<file path="src/rtl/writeback_unit_if.sv">
// Handshake and write-port bundle between the result producers, decode and the
// writeback unit. The unit takes the slave side; the environment drives the master side.
interface writeback_unit_if #(
    parameter int S_WIDTH = 32,
    parameter int S_INDEX = 5
);
    logic               alu_valid;
    logic               alu_ready;
    logic [S_INDEX-1:0] alu_dest;
    logic [S_WIDTH-1:0] alu_data;

    logic               mem_valid;
    logic               mem_ready;
    logic [S_INDEX-1:0] mem_dest;
    logic [S_WIDTH-1:0] mem_data;

    logic               issue_valid;
    logic [S_INDEX-1:0] issue_dest;
    logic [S_INDEX-1:0] issue_src_a;
    logic [S_INDEX-1:0] issue_src_b;
    logic               issue_stall;

    logic               wb_load;
    logic [S_INDEX-1:0] wb_dest;
    logic [S_WIDTH-1:0] wb_data;
    logic               err_orphan;

    modport slave (
        input  alu_valid, alu_dest, alu_data,
        input  mem_valid, mem_dest, mem_data,
        input  issue_valid, issue_dest, issue_src_a, issue_src_b,
        output alu_ready, mem_ready, issue_stall,
        output wb_load, wb_dest, wb_data, err_orphan
    );

    modport master (
        output alu_valid, alu_dest, alu_data,
        output mem_valid, mem_dest, mem_data,
        output issue_valid, issue_dest, issue_src_a, issue_src_b,
        input  alu_ready, mem_ready, issue_stall,
        input  wb_load, wb_dest, wb_data, err_orphan
    );
endinterface

</file>
<file path="src/rtl/writeback_unit.sv">
// Round-robin writeback arbiter for two result producers, registered regfile
// write port, and per-register busy scoreboard driving the decode stall.
module writeback_unit #(
    parameter int S_WIDTH = 32,
    parameter int S_INDEX = 5
) (
    input  logic             clk,
    input  logic             rst,
    writeback_unit_if.slave  bus
);
    localparam int NREG = 2 ** S_INDEX;

    logic [NREG-1:0]    busy_q, busy_d;
    logic               last_grant_q, last_grant_d;
    logic               wb_load_q, wb_load_d;
    logic [S_INDEX-1:0] wb_dest_q, wb_dest_d;
    logic [S_WIDTH-1:0] wb_data_q, wb_data_d;
    logic               err_orphan_q, err_orphan_d;

    logic               alu_gnt_s, mem_gnt_s, accept_s;
    logic [S_INDEX-1:0] sel_dest_s;
    logic [S_WIDTH-1:0] sel_data_s;
    logic               stall_s, fire_s;

    // Arbitration: the producer that did not win last time has priority (last_grant 1 = MEM).
    always_comb begin
        alu_gnt_s  = bus.alu_valid && (!bus.mem_valid || last_grant_q);
        mem_gnt_s  = bus.mem_valid && (!bus.alu_valid || !last_grant_q);
        accept_s   = alu_gnt_s || mem_gnt_s;
        sel_dest_s = {S_INDEX{1'b0}};
        sel_data_s = {S_WIDTH{1'b0}};
        if (alu_gnt_s) begin
            sel_dest_s = bus.alu_dest;
            sel_data_s = bus.alu_data;
        end else if (mem_gnt_s) begin
            sel_dest_s = bus.mem_dest;
            sel_data_s = bus.mem_data;
        end else begin
            sel_dest_s = {S_INDEX{1'b0}};
            sel_data_s = {S_WIDTH{1'b0}};
        end
    end

    // Hazard check uses registered busy bits only; a result being written this cycle still stalls.
    always_comb begin
        stall_s = bus.issue_valid && (busy_q[bus.issue_src_a] ||
                                      busy_q[bus.issue_src_b] ||
                                      busy_q[bus.issue_dest]);
        fire_s  = bus.issue_valid && !stall_s;
    end

    // Next-state: clear the register being written back, then apply a new reservation so set wins.
    always_comb begin
        busy_d       = busy_q;
        last_grant_d = last_grant_q;
        wb_load_d    = 1'b0;
        wb_dest_d    = wb_dest_q;
        wb_data_d    = wb_data_q;
        err_orphan_d = err_orphan_q;
        if (wb_load_q) begin
            busy_d[wb_dest_q] = 1'b0;
        end else begin
            busy_d = busy_d;
        end
        if (fire_s && (bus.issue_dest != {S_INDEX{1'b0}})) begin
            busy_d[bus.issue_dest] = 1'b1;
        end else begin
            busy_d = busy_d;
        end
        busy_d[0] = 1'b0;
        if (accept_s) begin
            last_grant_d = mem_gnt_s;
            wb_dest_d    = sel_dest_s;
            wb_data_d    = sel_data_s;
            wb_load_d    = (sel_dest_s != {S_INDEX{1'b0}});
            if ((sel_dest_s != {S_INDEX{1'b0}}) && !busy_q[sel_dest_s]) begin
                err_orphan_d = 1'b1;
            end else begin
                err_orphan_d = err_orphan_q;
            end
        end else begin
            last_grant_d = last_grant_q;
        end
    end

    // State registers; last_grant resets to MEM so the ALU wins the first contention.
    always_ff @(posedge clk or posedge rst) begin
        if (rst) begin
            busy_q       <= {NREG{1'b0}};
            last_grant_q <= 1'b1;
            wb_load_q    <= 1'b0;
            wb_dest_q    <= {S_INDEX{1'b0}};
            wb_data_q    <= {S_WIDTH{1'b0}};
            err_orphan_q <= 1'b0;
        end else begin
            busy_q       <= busy_d;
            last_grant_q <= last_grant_d;
            wb_load_q    <= wb_load_d;
            wb_dest_q    <= wb_dest_d;
            wb_data_q    <= wb_data_d;
            err_orphan_q <= err_orphan_d;
        end
    end

    assign bus.alu_ready   = alu_gnt_s;
    assign bus.mem_ready   = mem_gnt_s;
    assign bus.issue_stall = stall_s;
    assign bus.wb_load     = wb_load_q;
    assign bus.wb_dest     = wb_dest_q;
    assign bus.wb_data     = wb_data_q;
    assign bus.err_orphan  = err_orphan_q;
endmodule

</file>
<file path="src/flat_wrapper.sv">
// flat-port wrapper written by rule: the top's interface ports become plain ports
module writeback_unit_flat 
#(
    parameter int S_WIDTH = 32,
    parameter int S_INDEX = 5
)
  (clk, rst, bus_alu_valid, bus_alu_dest, bus_alu_data, bus_mem_valid, bus_mem_dest, bus_mem_data, bus_issue_valid, bus_issue_dest, bus_issue_src_a, bus_issue_src_b, bus_alu_ready, bus_mem_ready, bus_issue_stall, bus_wb_load, bus_wb_dest, bus_wb_data, bus_err_orphan);
  writeback_unit_if #(.S_WIDTH(S_WIDTH), .S_INDEX(S_INDEX)) bus_i ();
  input  logic clk;
  input  logic rst;
  input wire logic [$bits(bus_i.alu_valid)-1:0] bus_alu_valid;
  input wire logic [$bits(bus_i.alu_dest)-1:0] bus_alu_dest;
  input wire logic [$bits(bus_i.alu_data)-1:0] bus_alu_data;
  input wire logic [$bits(bus_i.mem_valid)-1:0] bus_mem_valid;
  input wire logic [$bits(bus_i.mem_dest)-1:0] bus_mem_dest;
  input wire logic [$bits(bus_i.mem_data)-1:0] bus_mem_data;
  input wire logic [$bits(bus_i.issue_valid)-1:0] bus_issue_valid;
  input wire logic [$bits(bus_i.issue_dest)-1:0] bus_issue_dest;
  input wire logic [$bits(bus_i.issue_src_a)-1:0] bus_issue_src_a;
  input wire logic [$bits(bus_i.issue_src_b)-1:0] bus_issue_src_b;
  output wire logic [$bits(bus_i.alu_ready)-1:0] bus_alu_ready;
  output wire logic [$bits(bus_i.mem_ready)-1:0] bus_mem_ready;
  output wire logic [$bits(bus_i.issue_stall)-1:0] bus_issue_stall;
  output wire logic [$bits(bus_i.wb_load)-1:0] bus_wb_load;
  output wire logic [$bits(bus_i.wb_dest)-1:0] bus_wb_dest;
  output wire logic [$bits(bus_i.wb_data)-1:0] bus_wb_data;
  output wire logic [$bits(bus_i.err_orphan)-1:0] bus_err_orphan;
  assign bus_i.alu_valid = bus_alu_valid;
  assign bus_i.alu_dest = bus_alu_dest;
  assign bus_i.alu_data = bus_alu_data;
  assign bus_i.mem_valid = bus_mem_valid;
  assign bus_i.mem_dest = bus_mem_dest;
  assign bus_i.mem_data = bus_mem_data;
  assign bus_i.issue_valid = bus_issue_valid;
  assign bus_i.issue_dest = bus_issue_dest;
  assign bus_i.issue_src_a = bus_issue_src_a;
  assign bus_i.issue_src_b = bus_issue_src_b;
  assign bus_alu_ready = bus_i.alu_ready;
  assign bus_mem_ready = bus_i.mem_ready;
  assign bus_issue_stall = bus_i.issue_stall;
  assign bus_wb_load = bus_i.wb_load;
  assign bus_wb_dest = bus_i.wb_dest;
  assign bus_wb_data = bus_i.wb_data;
  assign bus_err_orphan = bus_i.err_orphan;
  writeback_unit #(.S_WIDTH(S_WIDTH), .S_INDEX(S_INDEX)) u_core (.clk(clk), .rst(rst), .bus(bus_i));
endmodule
</file>
<file path="config.mk">
export PLATFORM = sky130hd
export DESIGN_NAME = writeback_unit_flat
export DESIGN_NICKNAME = d
export VERILOG_FILES = /design/src/rtl/writeback_unit_if.sv /design/src/rtl/writeback_unit.sv /design/src/flat_wrapper.sv
export SDC_FILE = /design/constraint.sdc
export NUM_CORES = 1
export LEC_CHECK = 0
export CAP_MARGIN = 10
export CORE_ASPECT_RATIO = 2
export CORE_MARGIN = 4
export CORE_UTILIZATION = 40
export DETAILED_ROUTE_END_ITERATION = 10
export PLACE_DENSITY = 0.71
export SLEW_MARGIN = 20
export SYNTH_ARGS = -nofsm -noshare
export SYNTH_HDL_FRONTEND = slang
export SYNTH_SLANG_ARGS = --single-unit
</file>
<file path="constraint.sdc">
create_clock -name clk -period 3.8 [get_ports clk]
set_clock_uncertainty 0.15 [all_clocks]
set_input_delay 0.57 -clock clk [delete_from_list [all_inputs] [get_ports clk]]
set_output_delay 0.57 -clock clk [all_outputs]
set_load 0.005 [all_outputs]
</file>
# Word level (Yosys, flattened, before mapping)
# Cells that the tools add are included.
# word_totals
reg_bits,71
input_bits,94
out_inout_bits,42
word_cells,56
# op_classes
order_cmp,7
muxes,19
bitwise,3
reduce_logical,21
# op_table
operator,n
32-bit 2-to-1 mux,4
32-bit AND,1
32-bit NOT,1
32-bit bitwise OR,1
"5-bit by 6-bit less-than comparator with 1-bit output, second input constant",5
1-bit binary-select mux with 5-bit select,4
1-bit demux with 5-bit select,2
"5-bit by 1-bit >= comparator with 1-bit output, second input constant",2
5-bit 2-to-1 mux,2
5-bit nonzero test,2
1-bit logical AND,8
1-bit 2-to-1 mux,7
1-bit zero test,5
1-bit logical OR,5
2-bit AND reduction,1

# Depth between registers and ports, before layout
# Gate-level depths: netlist of the first run.
# logic_depth
word_depth,10
mapped_depth,11
ltp_nobuf,9

# Worst setup path after synthesis of the first run
# OpenSTA, ideal clock, no wires.
# synth_timing
path_kind,in2out
from,input port bus_issue_src_a[0]
to,output port bus_issue_stall
arrival_ns,2.489
t_required_ns,3.080
path_slack_ns,0.591
stages,5
path_buffers,1
path_cell_list,buf_2 > mux4_2 > mux4_2 > a2111oi_4 > and2b_2
# synth_between
elab_chain_cells,5
# synth_rtl
element,line_no,rtl
from (decl),flat_wrapper.sv:19,input wire logic [$bits(bus_i.issue_src_a)-1:0] bus_issue_src_a;
1-bit binary-select mux with 5-bit select,writeback_unit.sv:46,stall_s = bus.issue_valid && (busy_q[bus.issue_src_a] ||
1-bit 2-to-1 mux (implied by the code),writeback_unit.sv:46,
1-bit logical OR,writeback_unit.sv:46,
1-bit logical OR,writeback_unit.sv:47,busy_q[bus.issue_src_b] ||
1-bit logical AND,writeback_unit.sv:46,
to (decl),flat_wrapper.sv:23,output wire logic [$bits(bus_i.issue_stall)-1:0] bus_issue_stall;
# No other way between the ends. The select of a mux whose other input is x is not followed.

# Final worst setup path of the first run
# Ends and elaborated chain as after synthesis.

==> results of run 1 <==
==> cells in the mapped netlist, drive strengths merged, types with 3 or more instances <==
master | number | area, um^2
nand2 | 23 | 86.3
dfrtp | 70 | 1750
nor3 | 4 | 20.0
nor2b | 3 | 18.8
or3b | 3 | 26.3
a211oi | 3 | 22.5
a22oi | 5 | 37.5
clkbuf | 23 | 96.3
buf | 3 | 15.0
mux4 | 22 | 522
nand3 | 4 | 20.0
o21ai | 63 | 315
nand2b | 3 | 18.8
nand3b | 8 | 60.1
inv | 9 | 33.8
nor2 | 72 | 270
a2111oi | 3 | 45.1
mux2 | 6 | 67.6
o22ai | 36 | 225
mux2i | 21 | 210
==> flip-flops by register name (all words and copies together), names as in the netlist <==
name / cells
u_core.bus.wb_data: 32
u_core.busy_q: 31
u_core.bus.wb_dest: 5
u_core.bus.err_orphan: 1
u_core.bus.wb_load: 1
u_core.last_grant_q: 1
==> what timing repair did <==
| item | in CTS | in global routing |
|---|---|---|
| gates cloned | 0 | 0 |
| buffers inserted | 2 | 3 |
| resized for setup | 13 | 10 |
| endpoints found under the setup margin | 1 | 1 |
| pin swaps | 2 | 2 |
==> final timing paths <==
check / end / slack [ps] / cells past startpoint
worst max-delay path: bus_issue_stall / 210 / 9
worst min-delay path: u_core.bus.wb_data[22] / 360 / 2
worst max register to register: u_core.busy_q[14] / 780 / 9
worst min register to register: u_core.bus.wb_data[22] / 360 / 2
max in group asynchronous: u_core.busy_q[16] / 2160 / 3
min in group asynchronous: u_core.bus.wb_data[7] / 580 / 2
==> through the flow <==
step                setup TNS, ps  instances  setup WS [ps]
floorplan                       0        409            591
global placement             -384        687           -384
detailed placement           -427        687           -427
CTS                             0        703           2.50
global route                    0        706            143
finish                          0        706            213
==> per-layer routing <==
metal	track usage [%]	vias to the layer above	wire [um]
met3	6.85	79	1180
li1	-	1843	-
met1	22.7	1951	4640
met5	0	-	0
met2	43.8	255	7390
met4	16.2	0	961
==> logic make-up (layout without fill, tap and decap cells) <==
kind of cell / Yosys count / in the layout / synth area share [%]
and+or+nand+nor: 131 / 131 / 14.7
AOI/OAI and AO/OA: 123 / 123 / 18.7
DFF: 71 / 71 / 43.5
muxes: 49 / 49 / 19.5
buffers and inverters: 35 / 197 / 3.55
==> worst reg2reg max path, delay by kind of cell, from the launching register on <==
kind,cells,cell delay (ps)
AO/OA/AOI/OAI,4,830
AND/OR/NAND/NOR,2,600
multiplexers,1,500
flip-flops,1,470
buffers and inverters,2,380
==> area by class of cell <==
class | count | area, um^2 | share of cell area, %
clock inverter | 4 | 47.5 | 0.778
inverter | 9 | 33.8 | 0.553
tap | 135 | 169 | 2.76
sequential | 71 | 1780 | 29.1
clock buffer | 10 | 239 | 3.91
multi-input combinational | 303 | 2190 | 35.8
timing repair buffer | 174 | 1650 | 27.1
==> power by group through the flow <==
stage          sequential [uW]  clock, uW  combinational [uW]
3_3_place_gp              1300          0                1080
2_1_floorplan             1140          0                 673
5_1_grt                   1310        859                1270
6_report                  1310        813                1160
4_1_cts                   1280        830                1140
3_5_place_dp              1300          0                1120
==> metrics.cfg, run 1 <==
[power_and_ir_drop]
clockPowerShare_pct = 24.8
p_int_uw = 2170
p_leak_uw = 0.00251
ir_worst_vdd_v = 0.000330
seqPwrFrac_pct = 39.9
comb_power_share_pct = 35.4
switchingPower_uw = 1120
power_uw = 3290
pwr_density_cell_mw_per_mm2 = 538
power_switching_share_pct = 34.1

[critical_path]
crit_path_start = bus_issue_src_a[0]
cp_max_fo = 6
critPathCaptureType = primary output
critPathKind = in2out
worst_ep_arrival_time_ps = 2870
cp_slowest_stage_delay_ps = 500
crit_family = simple AND/OR/NAND/NOR gates
cp_cell_sequence = dlygate4sd2_1 -> buf_12 -> mux4_2 -> mux2i_2 -> o32ai_2 -> or4_4 -> a2111oi_4 -> and2b_2 -> dlymetal6s2s_1
timing.rr.start = u_core.busy_q[19]
crit_slowest_cell = mux4_2
worstPathRequired_ps = 3080
path_buf_inv = 3
setup.worst_path.start_class = input pin

[placed_design]
io_buffers = 135
dp_hpwl_um = 10900
placed_area_mm2 = 0.00577
gp_congestion = 1.03

[sta]
rsz0062_at_grt = no
period_minus_slack_ps = 3590
fin_hold_ws_ps = 360
min_period_over_period_pct = 94.4
slew_headroom_pct = 48.6
fmax_mhz = 279
tightest_slew_ps = 770
hold_violations = 0
finalMaxSlewViolations = 0
finalSetupViolations = 0

[routing]
drt-total-wl_um = 14200
drt_iter0_drc = 232
drtPass1Iterations = 4
routedWlPerCell_um = 20.1
post-route-drc-count = 0
vias = 4128
vias_per_cell = 5.85
ant_nets = 0

[clock_tree]
cts-htree-levels = 3
cts_tree = built
cts.reportedPaths.clkPinSlew_ps = 50
clkLatencyLatePin_ps = 330
cts_root_buf = clkbuf_16
clock-sinks = 71
clock_path_buffers = 2
cts_hold_buf = 0
cts_made_buffers = 9

[global_route]
antenna_found_initial = 0
grt_use_total_pct = 24.1
grt_overflow_total = 0
grt_pass1_vias = 4453
grt_max_degree = 39
grt_pass1_wl_um = 22000

[synth]
synth_top_flop_cell = dfrtp_1
ys_ff_latch = 71
async_flop_share_pct = 100
ys_seq_area_share_pct = 43.5
syn_inst = 409
syn_avg_cell_area_um2 = 10.0
synth_edf_count = 0
synth_nets = 503
synth.distinct_cells = 43
yosysWarnings = 0
syn-cell-area_mm2 = 0.00409

[min_path]
hold_start = u_core.bus.wb_data[22]
min_path_type = reg2reg

[floorplan]
die_y_um = 151
chipWidth_um = 79.5
start_util_pct = 40.6
fp.coreArea_mm2 = 0.0101
rows = 52
pin_count = 136
dieArea_mm2 = 0.0120

[finish]
area_growth_pct = 49.4
fin_area_mm2 = 0.00611
mostFrequentLayoutCells = clkdlybuf4s50_1, nor2_1, dfrtp_1, o21ai_0, buf_4
num-nets-final = 662
final_util_pct = 60.6
diodes = 0
mostFrequentLayoutCell = clkdlybuf4s50_1
n_fill_cell = 853
drive_gt1_share_pct = 16.3

[run_status]
status = completed

[run]
drv_cap = 0

Note: power is estimated with default switching activity, not from simulation.
==> inputs of run 2 (changes only) <==
--- a/config.mk
+++ b/config.mk
@@ -9,6 +9,7 @@
 export CORE_ASPECT_RATIO = 2
 export CORE_MARGIN = 4
 export CORE_UTILIZATION = 40
+export CTS_CLUSTER_DIAMETER = 40
 export DETAILED_ROUTE_END_ITERATION = 10
 export PLACE_DENSITY = 0.71
 export SLEW_MARGIN = 20
==> constraint.sdc (replaced) <==
create_clock -name clk -period 3.8 [get_ports clk]
set_clock_uncertainty 0.15 [all_clocks]
set_input_delay 1.14 -clock clk [delete_from_list [all_inputs] [get_ports clk]]
set_output_delay 1.14 -clock clk [all_outputs]
set_load 0.005 [all_outputs]
==> run 2 against run 1 <==
  * The run now ends with setup timing left
  * Global-route usage grew 1.7 points
  * Via count grew 3.0%
  * Final area grew 3.9%
  * Critical endpoint unchanged
  * Largest cell class unchanged
==> metrics.cfg, run 2 (synthesis results as in run 1) <==
[min_path]
min_path_type = reg2reg  ; unchanged
worst_hold_path.num_cells = 2  ; unchanged
hold_path_end = u_core.bus.wb_data[27]  ; was u_core.bus.wb_data[22]
hold_start = u_core.bus.wb_data[27]  ; was u_core.bus.wb_data[22]

[clock_tree]
cts-htree-levels = 3  ; unchanged
clock-sinks = 71  ; unchanged
clkLatencyLatePin_ps = 330  ; about the same
cts_root_buf = clkbuf_16  ; unchanged
cts_hold_buf = 0  ; unchanged
clock_path_buffers = 2  ; unchanged
cts_made_buffers = 9  ; unchanged
cts_tree = built  ; unchanged
cts.reportedPaths.clkPinSlew_ps = 60  ; was 50 ps

[sta]
min_period_over_period_pct = 119  ; was 94.4%
fin_hold_ws_ps = 363  ; was 360 ps
worst_slack_ps = -725  ; was 213 ps
finalSetupViolations = 1  ; was 0
finalMaxSlewViolations = 0  ; unchanged
period_minus_slack_ps = 4520  ; was 3590 ps
fmax_mhz = 221  ; was 279 MHz
setup_tns_ps = -725  ; was 0 ps
rsz0062_at_grt = yes  ; was no
hold_violations = 0  ; unchanged
tightest_slew_ps = 600  ; was 770 ps
slew_headroom_pct = 60.0  ; was 48.6%

[run_status]
violations = setup timing
status = finished, violations left  ; was completed

[floorplan]
chipWidth_um = 79.5  ; unchanged
fp.coreArea_mm2 = 0.0101  ; unchanged
start_util_pct = 40.6  ; unchanged
rows = 52  ; unchanged
dieArea_mm2 = 0.0120  ; unchanged
pin_count = 136  ; unchanged
die_y_um = 151  ; unchanged

[critical_path]
reg2reg_to = u_core.busy_q[16]  ; was u_core.busy_q[14]
setup.worst_path.start_class = input pin  ; unchanged
critPathCaptureType = primary output  ; unchanged
cp_max_fo = 3  ; was 6
timing.rr.start = u_core.busy_q[6]  ; was u_core.busy_q[19]
regToRegSetupSlack_ps = 830  ; was 780 ps
worst_ep_arrival_time_ps = 3230  ; was 2870 ps
critPathKind = in2out  ; unchanged
worstPathRequired_ps = 2510  ; was 3080 ps
worstRegToRegCells = 8  ; was 9

[finish]
num-nets-final = 696  ; was 662
mostFrequentLayoutCells = clkdlybuf4s50_1, nor2_1, buf_4, dfrtp_1, o21ai_0  ; was clkdlybuf4s50_1, nor2_1, dfrtp_1, o21ai_0, buf_4
fin_cells = 742  ; was 706
n_fill_cell = 834  ; was 853
area_growth_pct = 55.1  ; was 49.4%
fin_area_mm2 = 0.00635  ; was 0.00611 mm^2
largest_reg_flops = 32  ; unchanged
diodes = 0  ; unchanged
mostFrequentLayoutCell = clkdlybuf4s50_1  ; unchanged
regArea_mm2 = 0.00178  ; about the same
multi_input_area_mm2 = 0.00217  ; was 0.00219 mm^2
drive_gt1_share_pct = 21.6  ; was 16.3%

[placed_design]
gp_congestion = 1.01  ; was 1.03
dp.cells = 725  ; was 687
dp_hpwl_um = 12200  ; was 10900 um
placed_area_mm2 = 0.00604  ; was 0.00577 mm^2
io_buffers = 135  ; unchanged

[global_route]
grt_use_total_pct = 25.8  ; was 24.1%
grt_pass1_vias = 4446  ; was 4453
antenna_found_initial = 0  ; unchanged
grt_overflow_total = 0  ; unchanged
grt_max_degree = 33  ; was 39
grt_pass1_wl_um = 23000  ; was 22000 um

[routing]
drtPass1Iterations = 6  ; was 4
drt_iter0_drc = 300  ; was 232
routedWlPerCell_um = 20.5  ; was 20.1 um
drt-total-wl_um = 15200  ; was 14200 um
vias_per_cell = 5.73  ; was 5.85
ant_nets = 0  ; unchanged
vias = 4250  ; was 4128
post-route-drc-count = 0  ; unchanged

[power_and_ir_drop]
power_uw = 3450  ; was 3290 uW
pwr_density_cell_mw_per_mm2 = 544  ; was 538 mW/mm^2
p_leak_uw = 0.00265  ; was 0.00251 uW
ir_worst_vdd_v = 0.000444  ; was 0.000330 V

[run]
drv_cap = 0  ; unchanged

run 2: cell count changes in the layout (fill, tap and decap cells not counted), moves of 2 or more:
| cell | change |
|---|---|
| buf_4 | +32 |
| buf_6 | +3 |
| clkdlybuf4s15_2 | +3 |
| clkdlybuf4s50_1 | -2 |
| clkinvlp_4 | +2 |
| dfrtp_1 | +2 |
| dfrtp_2 | -2 |
| dlymetal6s2s_1 | -2 |
| o32ai_1 | +2 |
| o32ai_2 | -2 |
run 2: worst max path at each step:
stage                                  start               to  slack [ps]
final                      bus_issue_dest[0]  bus_issue_stall        -720
after global routing      bus_issue_src_a[0]  bus_issue_stall        -770
after CTS                  bus_issue_dest[0]  bus_issue_stall        -740
after detailed placement   bus_issue_dest[0]  bus_issue_stall       -1580
after global placement     bus_issue_dest[0]  bus_issue_stall       -1560
after floorplan            bus_issue_dest[0]  bus_issue_stall        -490
run 2: timing repair:
action | in CTS | in global routing
endpoints found under the setup margin | 32 | 3
gates cloned | 0 | 0
pin swaps | 3 | 0
gates resized for setup | 34 | 2
buffers inserted | 1 | 0
run 2: worst max-delay path: stages:
cell	delay, ps
buf_8	80
mux4_2	490
a32oi_2	230
o221ai_1	140
or4_4	550
a2111oi_4	230
and2b_2	250
buf_2	120
run 2: cell type report:
| cell class | count | share of cell area (%) |
|---|---|---|
| clock buffer | 10 | 3.77 |
| clock inverter | 6 | 0.710 |
| timing repair buffer | 208 | 30.1 |
| multi-input combinational | 303 | 34.3 |
| tap | 135 | 2.66 |
| inverter | 9 | 0.532 |
| sequential | 71 | 28.0 |
run 2: per-stage QoR:
| stage | util [%] | setup WS, ps |
|---|---|---|
| 2_1_floorplan | - | -489 |
| 3_3_place_gp | 59.9 | -1560 |
| 3_5_place_dp | 59.9 | -1580 |
| 4_1_cts | 62.9 | -736 |
| 5_1_grt | 62.9 | -771 |
| 6_report | 62.9 | -725 |
run 2: power by group:
| group | switching, uW | internal (uW) |
|---|---|---|
| Combinational | 612 | 808 |
| Sequential | 271 | 973 |
| Clock | 329 | 461 |
| Total | 1210 | 2240 |
run 2: per-layer routing:
metal  part of all wire [%]  global-route usage, %  vias to the layer above
met4                    7.6                   18.7                        0
met2                     54                   47.9                      262
met5                      0                      0                        -
met1                     31                   23.7                     1992
met3                    7.6                   6.01                       74
li1                       -                      -                     1922
==> inputs of run 3 (changes only) <==
==> constraint.sdc (replaced) <==
create_clock -name clk -period 5 [get_ports clk]
set_clock_uncertainty 0.15 [all_clocks]
set_input_delay 1.5 -clock clk [delete_from_list [all_inputs] [get_ports clk]]
set_output_delay 1.5 -clock clk [all_outputs]
set_load 0.005 [all_outputs]
==> run 3 against run 2 <==
  * The flow still finishes with violations (setup timing)
  * Register-to-register slack gained 860 ps
  * Core utilization fell by 1.7 points
  * Sequential share of layout area up 0.75 points
  * Die area is the same
  * Highest routed layer unchanged
  * Non-clock buffer count down 28
==> metrics.cfg, run 3 (synthesis results as in run 1) <==
[floorplan]
dieArea_mm2 = 0.0120  ; unchanged
fp.coreArea_mm2 = 0.0101  ; unchanged
rows = 52  ; unchanged
die_y_um = 151  ; unchanged
pin_count = 136  ; unchanged
chipWidth_um = 79.5  ; unchanged
start_util_pct = 40.6  ; unchanged

[critical_path]
path_buf_inv = 2  ; unchanged
cp_cell_sequence = buf_12 -> mux4_2 -> a32oi_2 -> o221ai_2 -> or4_4 -> a2111oi_4 -> and2b_2 -> buf_6  ; was buf_8 -> mux4_2 -> a32oi_2 -> o221ai_1 -> or4_4 -> a2111oi_4 -> and2b_2 -> buf_2
critPathCaptureType = primary output  ; unchanged
critPathKind = in2out  ; unchanged
cp_slowest_stage_delay_ps = 510  ; was 550 ps
crit_family = simple AND/OR/NAND/NOR gates  ; unchanged
setup.worst_path.start_class = input pin  ; unchanged
cp_max_fo = 5  ; was 3
worst_ep_arrival_time_ps = 3560  ; was 3230 ps
crit_slowest_cell = or4_4  ; unchanged
worstPathRequired_ps = 3350  ; was 2510 ps

[clock_tree]
cts_tree = built  ; unchanged
clock-sinks = 71  ; unchanged
cts-htree-levels = 3  ; unchanged
cts_root_buf = clkbuf_16  ; unchanged
cts_made_buffers = 9  ; unchanged
clkLatencyLatePin_ps = 330  ; about the same
clock_path_buffers = 2  ; unchanged
cts.reportedPaths.clkPinSlew_ps = 50  ; was 60 ps

[routing]
post-route-drc-count = 0  ; unchanged
routedWlPerCell_um = 20.3  ; was 20.5 um
ant_nets = 0  ; unchanged
drtPass1Iterations = 5  ; was 6
vias = 4123  ; was 4250
vias_per_cell = 5.77  ; was 5.73
drt-total-wl_um = 14500  ; was 15200 um
drt_iter0_drc = 305  ; was 300

[power_and_ir_drop]
power_uw = 2510  ; was 3450 uW
p_leak_uw = 0.00251  ; was 0.00265 uW
pwr_density_cell_mw_per_mm2 = 407  ; was 544 mW/mm^2
ir_worst_vdd_v = 0.000256  ; was 0.000444 V

[sta]
min_period_over_period_pct = 104
period_minus_slack_ps = 5210
finalMaxSlewViolations = 0  ; unchanged
slew_headroom_pct = 41.0  ; was 60.0%
worst_slack_ps = -212  ; was -725 ps
fin_hold_ws_ps = 354  ; was 363 ps
fmax_mhz = 192
rsz0062_at_grt = yes  ; unchanged
tightest_slew_ps = 884  ; was 600 ps
finalSetupViolations = 1  ; unchanged
hold_violations = 0  ; unchanged

[placed_design]
dp_hpwl_um = 11100  ; was 12200 um
gp_congestion = 1.01  ; about the same
io_buffers = 135  ; unchanged
place_ws_ps = -1160  ; was -1580 ps

[finish]
num-nets-final = 668  ; was 696
area_growth_pct = 51.1  ; was 55.1%
drive_gt1_share_pct = 18.7  ; was 21.6%
mostFrequentLayoutCell = clkdlybuf4s50_1  ; unchanged
diodes = 0  ; unchanged
largest_reg_flops = 32  ; unchanged
mostFrequentLayoutCells = clkdlybuf4s50_1, nor2_1, dfrtp_1, o21ai_0, buf_4  ; was clkdlybuf4s50_1, nor2_1, buf_4, dfrtp_1, o21ai_0

[global_route]
grt_use_total_pct = 24.5  ; was 25.8%
grt_pass1_vias = 4295  ; was 4446
grt_overflow_total = 0  ; unchanged
grt_max_degree = 43  ; was 33
grt_pass1_wl_um = 22200  ; was 23000 um
antenna_found_initial = 0  ; unchanged

[run_status]
status = finished, violations left  ; unchanged
violations = setup timing  ; unchanged

[run]
drv_cap = 0  ; unchanged

[min_path]
min_path_type = reg2reg  ; unchanged

run 3: where the power goes:
part,switching [uW],internal [uW]
clock network,259,391
logic,333,494
registers,299,739
total,891,1620
run 3: stage by stage:
step	cells	cell area [um^2]	setup TNS, ps	utilization, %
2_1_floorplan	409	4100	-9.48	-
3_3_place_gp	690	5780	-1110	57.3
3_5_place_dp	690	5780	-1160	57.3
4_1_cts	713	6140	-322	60.9
5_1_grt	714	6180	-272	61.3
6_report	714	6180	-212	61.3
run 3: area by class of cell:
class | count | area [um^2]
fillers | 853 | 3900
multi-input cells | 303 | 2190
well taps | 135 | 169
inverters | 9 | 33.8
clock buffers | 9 | 225
clock inverters | 7 | 78.8
flip-flops and latches | 71 | 1780
repair buffers | 180 | 1710
run 3: final timing paths:
check | end | from | slack [ps] | depth (start not counted)
worst min-delay path | u_core.bus.wb_data[1] | u_core.bus.wb_data[1] | 350 | 2
max in group asynchronous | u_core.last_grant_q | rst | 2360 | 3
worst max register to register | u_core.busy_q[30] | u_core.busy_q[4] | 1690 | 9
worst min register to register | u_core.bus.wb_data[1] | u_core.bus.wb_data[1] | 350 | 2
worst max-delay path | bus_issue_stall | bus_issue_dest[0] | -210 | 8
min in group asynchronous | u_core.bus.wb_data[9] | rst | 1520 | 2
run 3: timing repair:
action / CTS / global route
hold buffers: 0 / 0
gates resized for setup: 38 / 13
cloned: 0 / 0
pin swaps: 4 / 5
setup buffers: 7 / 2
setup endpoints to repair: 1 / 1
run 3: metal layers:
metal  wire length (um)  part of all wire, %  vias up  global-route usage [%]
li1                   -                    -     1862                       -
met1               4620                   32     1926                    23.6
met2               7780                   54      253                    45.8
met3               1250                  8.7       82                    6.55
met4                843                  5.8        0                    13.5
met5                  0                    0        -                       0
run 3: worst reg2reg max path, cell delays in order (launching register included):
cell	delay [ps]
dfrtp_1	490
mux4_2	510
a32oi_2	250
o221ai_2	130
or4_4	510
a2111oi_4	210
buf_4	160
buf_4	120
nand3_1	330
o21ai_0	330
